<file path="src/rtl/reg_bank128_n.sv">
// reg_bank128_n: a 128-entry x n-bit storage bank with a registered read address.
// It feeds mux128to1_n: data_o drives the mux data inputs and sel_o drives the
// mux select. One write port, a one-cycle read-address register, and a
// self-timed bulk clear that zeroes one entry per cycle.
//
// Read handshake: rd_en_i is a one-cycle request with no ready/backpressure.
// A request sampled at edge k sets rd_valid_o for exactly cycle k+1. In that
// cycle sel_o holds the requested address, so the combinational mux output
// carries that entry's contents. Consumers sample the mux only while
// rd_valid_o=1.
module reg_bank128_n #(
  parameter int n       = 4,
  parameter int address = 7,
  localparam int m      = 2**address
) (
  input  logic               clk_i,
  input  logic               rst_ni,
  input  logic               wr_en_i,
  input  logic [address-1:0] wr_addr_i,
  input  logic [n-1:0]       wr_data_i,
  input  logic               rd_en_i,
  input  logic [address-1:0] rd_addr_i,
  input  logic               clr_i,
  output logic [n-1:0]       data_o [0:m-1],
  output logic [address-1:0] sel_o,
  output logic               rd_valid_o,
  output logic               busy_o,
  output logic [0:0]         state_o
);

  localparam logic [0:0] S_IDLE  = 1'b0;
  localparam logic [0:0] S_CLEAR = 1'b1;

  localparam logic [address-1:0] LAST_ADDR = address'(m - 1);

  logic [n-1:0]       r_mem [0:m-1];
  logic [0:0]         r_state;
  logic [address-1:0] r_cnt;
  logic [address-1:0] r_sel;
  logic               r_rd_valid;

  // A write is taken only in IDLE. A clear request in the same cycle has priority.
  logic w_wr_take;
  assign w_wr_take = (r_state == S_IDLE) && wr_en_i && !clr_i;

  // Clear sequencer. IDLE waits for clr_i. CLEAR walks the counter from 0 to
  // m-1 and ignores clr_i, so a second pulse does not restart the walk.
  always_ff @(posedge clk_i) begin
    if (!rst_ni) begin
      r_state <= S_IDLE;
      r_cnt   <= '0;
    end else begin
      case (r_state)
        S_IDLE: begin
          if (clr_i) begin
            r_state <= S_CLEAR;
            r_cnt   <= '0;
          end
        end
        S_CLEAR: begin
          r_cnt <= r_cnt + 1'b1;
          if (r_cnt == LAST_ADDR) begin
            r_state <= S_IDLE;
          end
        end
        default: begin
          r_state <= S_IDLE;
          r_cnt   <= '0;
        end
      endcase
    end
  end

  // Storage array. Reset zeroes every entry. The clear walk zeroes entry[cnt].
  // A write lands only when it is accepted.
  always_ff @(posedge clk_i) begin
    if (!rst_ni) begin
      for (int i = 0; i < m; i++) begin
        r_mem[i] <= '0;
      end
    end else if (r_state == S_CLEAR) begin
      r_mem[r_cnt] <= '0;
    end else if (w_wr_take) begin
      r_mem[wr_addr_i] <= wr_data_i;
    end
  end

  // Read address register and valid flag. Reads are accepted in any state.
  // sel_o holds its value between requests.
  always_ff @(posedge clk_i) begin
    if (!rst_ni) begin
      r_sel      <= '0;
      r_rd_valid <= 1'b0;
    end else begin
      r_rd_valid <= rd_en_i;
      if (rd_en_i) begin
        r_sel <= rd_addr_i;
      end
    end
  end

  assign data_o     = r_mem;
  assign sel_o      = r_sel;
  assign rd_valid_o = r_rd_valid;
  assign busy_o     = (r_state == S_CLEAR);
  assign state_o    = r_state;

endmodule
</file>
<file path="config.mk">
export PLATFORM = sky130hd
export DESIGN_NAME = reg_bank128_n
export DESIGN_NICKNAME = d
export VERILOG_FILES = /design/src/rtl/reg_bank128_n.sv
export SDC_FILE = /design/constraint.sdc
export NUM_CORES = 1
export LEC_CHECK = 0
export BUFFER_PORTS_ARGS = -buffer_cell sky130_fd_sc_hd__buf_4
export CORE_AREA = 2 2 209 211
export CTS_BUF_LIST = sky130_fd_sc_hd__clkbuf_4 sky130_fd_sc_hd__clkbuf_8 sky130_fd_sc_hd__clkbuf_16
export CTS_CLUSTER_SIZE = 8
export DETAILED_ROUTE_END_ITERATION = 8
export DIE_AREA = 0 0 211 213
export GPL_TIMING_DRIVEN = 0
export PLACE_DENSITY = 0.8
export SLEW_MARGIN = 5
export SYNTH_ARGS = -nofsm -noshare
export SYNTH_HDL_FRONTEND = slang
export SYNTH_SLANG_ARGS = --single-unit
</file>
<file path="constraint.sdc">
create_clock -name clk_i -period 5.4 [get_ports clk_i]
set_clock_uncertainty 0.1 [all_clocks]
set_input_delay 0.81 -clock clk_i [delete_from_list [all_inputs] [get_ports clk_i]]
set_output_delay 0.81 -clock clk_i [all_outputs]
set_load 0.01 [all_outputs]
</file>
==> impl_metrics.toml <==
[status]
status = "finished, final reports clean"

[sta]
worstMarginPinSlew_ns = 1.29
rsz0062_at_grt = "false"
slew_violations = 0
min_period_ns = 3.21
fmax_mhz = 312
hold_violations = 0
setup_ws_ns = 2.19
final-setup-viol-count = 0
relSlewSlack = 0.138
period_share = 0.594
fin_setup_tns_ns = 0

[routing]
avgViaCountPerCell = 7.35
drt_wl_total_mm = 105
drt_iter0_drc = 4019
dr.pass1.iters = 6
drc_errors = 0
ant_nets = 0
drt-wirelength-per-cell_um = 31.6
vias = 24500

[logic_synthesis]
synth_top_cells_by_area = "dfxtp_1, o211ai_1, o22ai_1"
synth-edff-count = 0
synth-seq-cells = 528
async_flop_share = 0
syn_area_per_cell_um2 = 9.88
seq_area_frac_synth = 0.494
syn-num-nets = 2188
synth_top_area_cell = "dfxtp_1"
synth_ff_type = "dfxtp_1"
synth_top_area_frac = 0.494
synth_cell_type_count = 46
ys.warnings.count = 0
synth_area_mm2 = 0.0214
postSynthCellCount = 2164

[clock_network]
ctsLongestPathBuffers = 3
cts_tree = "built"
hold_buffers = 0
htreeDepth = 3
cts_resized = 0
cts_setup_buffers = 0
clock-sinks = 528
clk_latency_ns = 0.62
clk_pin_slew_ns = 0.05
root_buffer = "clkbuf_16"
numCtsBuffers = 76

[die]
ios = 545
die_h_um = 213
rows = 76
die_w_um = 211
start_util = 0.501
core_area_mm2 = 0.0427
dieArea_mm2 = 0.0449

[worst_setup_path]
cp_max_fo = 10
critical_path_required_ns = 5.83
arrival_ns = 3.64
crit_start = "rst_ni"
path_class = "primary input to flip-flop"
crit-reg2reg-launch = "busy_o$_SDFF_PN0_"
startpoint_type = "primary input"
end_kind = "flip-flop"

[worst_hold_path]
min_from = "rd_addr_i[4]"
hp-class = "primary input to flip-flop"

[power_and_ir_drop]
switching_share = 0.239
ir_worst_vdd_mv = 0.229
combPwrFrac = 0.043
power_frac_clock = 0.499
power_density_mw_per_mm2 = 304
p_leak_nw = 10.1
cellInternalPower_mw = 6.51
pwr-share-seq = 0.458
p_sw_mw = 2.04

[finish]
regArea_mm2 = 0.0106
multi_input_area_mm2 = 0.00954
area_growth_pct = 31.5
n_fill_cell = 3402
layout.nets = 2804
drive_gt1_frac = 0.288

[global_routing]
grt_max_degree = 11
met1_usage = 0.554
grt_overflow_total = 0
globalRouteMet3Util = 0.149
first_global_vias = 22800
use_met2 = 0.659
antenna_found_initial = 2
grt_pass1_wl_mm = 149
busiest_layer = "met2"
grt_usage = 0.447

[placement]
hpwl_mm = 75.3
gp_congestion = 0.979
io_buffers = 538
post-place-ws_ns = 1.84

[run]
drv_cap = 0
[path summary, 6_finish.rpt]
kind / end / slack, ns / cells past startpoint
worst max register to register: data_o[367]$_SDFFE_PN0P_ / 2.26 / 5
worst min-delay path: sel_o[4]$_SDFFE_PN0P_ / 0.33 / 3
worst max-delay path: data_o[203]$_SDFFE_PN0P_ / 2.19 / 5
worst min register to register: sel_o[5]$_SDFFE_PN0P_ / 0.40 / 2
[cell type report]
type / count / share of cell area
inverter: 1 / 0.000134
clock inverter: 6 / 0.00240
timing repair buffer: 538 / 0.144
tap: 546 / 0.0243
sequential: 528 / 0.376
antenna: 3 / 0.000267
multi-input combinational: 1338 / 0.339
buffer: 297 / 0.0450
clock buffer: 79 / 0.0691
[synthesized netlist by cell type (9+ instances only)]
cell type    n
o211ai_1   512
nand3_1      9
buf_1       13
nand4bb_1   17
buf_2       65
or4b_1      10
nor3_2      54
clkbuf_1   203
nor3_4      22
o22ai_1    512
nand2_1     66
nor2_1      12
nor3_1      53
dfxtp_1    528
[per-layer routing]
metal	vias up	share of wire
met5	-	0.00028
met4	2	0.078
met3	547	0.15
met2	2379	0.43
met1	11700	0.35
li1	9952	-
[state kept, by name (all words and copies together) (netlist names)]
| name | count |
|---|---|
| busy_o | 1 |
| r_cnt | 7 |
| sel_o | 7 |
| rd_valid_o | 1 |
| data_o | 512 |
[stage by stage]
step | hold slack, ns | instance area, µm² | std cells | util | power, mW
final | 0.334 | 28100 | 3336 | 0.659 | 8.56
after global routing | 0.361 | 28100 | 3335 | 0.658 | 8.68
after CTS | 0.335 | 28100 | 3333 | 0.658 | 8.47
after detailed placement | 0.389 | 26100 | 3248 | 0.611 | 4.34
after global placement | 0.379 | 26100 | 3248 | 0.611 | 4.33
after floorplan | 0.416 | 21400 | 2164 | - | 4.20
[cell families (layout without fill, tap and decap cells)]
family / count (synthesis) / in the layout / synth area share
AO/OA/AOI/OAI: 1036 / 1036 / 0.333
XOR/XNOR: 1 / 1 / 0.000410
adder cells (fa/ha/maj): 1 / 1 / 0.000585
buffers and inverters: 298 / 921 / 0.0593
flip-flops: 528 / 528 / 0.494
multiplexers: 8 / 8 / 0.00375
other: 0 / 3 / 0
AND/OR/NAND/NOR: 292 / 292 / 0.108
[cell usage in the layout (no fill, tap or decap), types with 8 or more instances in the layout]
| cell type | netlist | final |
|---|---|---|
| nor2_1 | 12 | 12 |
| nor3_2 | 54 | 54 |
| nand3_1 | 9 | 9 |
| mux2i_1 | 8 | 8 |
| o211ai_1 | 512 | 512 |
| nor3_4 | 22 | 22 |
| nand2_1 | 66 | 66 |
| clkbuf_1 | 203 | 203 |
| buf_1 | 13 | 13 |
| buf_2 | 65 | 65 |
| dfxtp_1 | 528 | 528 |
| clkbuf_16 | 0 | 77 |
| or4b_1 | 10 | 10 |
| nor3_1 | 53 | 53 |
| nand4bb_1 | 17 | 17 |
| and4bb_2 | 8 | 8 |
| o22ai_1 | 512 | 512 |
| buf_4 | 7 | 545 |
| nand4b_1 | 8 | 8 |
[power groups by stage]
| stage | Combinational [mW] | Sequential (mW) | Clock [mW] |
|---|---|---|---|
| after floorplan | 0.205 | 4.00 | 0 |
| after global placement | 0.338 | 4.00 | 0 |
| after detailed placement | 0.347 | 4.00 | 0 |
| after CTS | 0.348 | 3.92 | 4.20 |
| after global routing | 0.375 | 3.92 | 4.38 |
| final | 0.367 | 3.92 | 4.27 |
[worst max-delay path, cell delays in order]
cell and delay, ns:
buf_2 0.30, buf_1 0.55, nand3_1 0.92, clkbuf_1 0.69, o22ai_1 0.36
(Power assumes the default switching activity.)
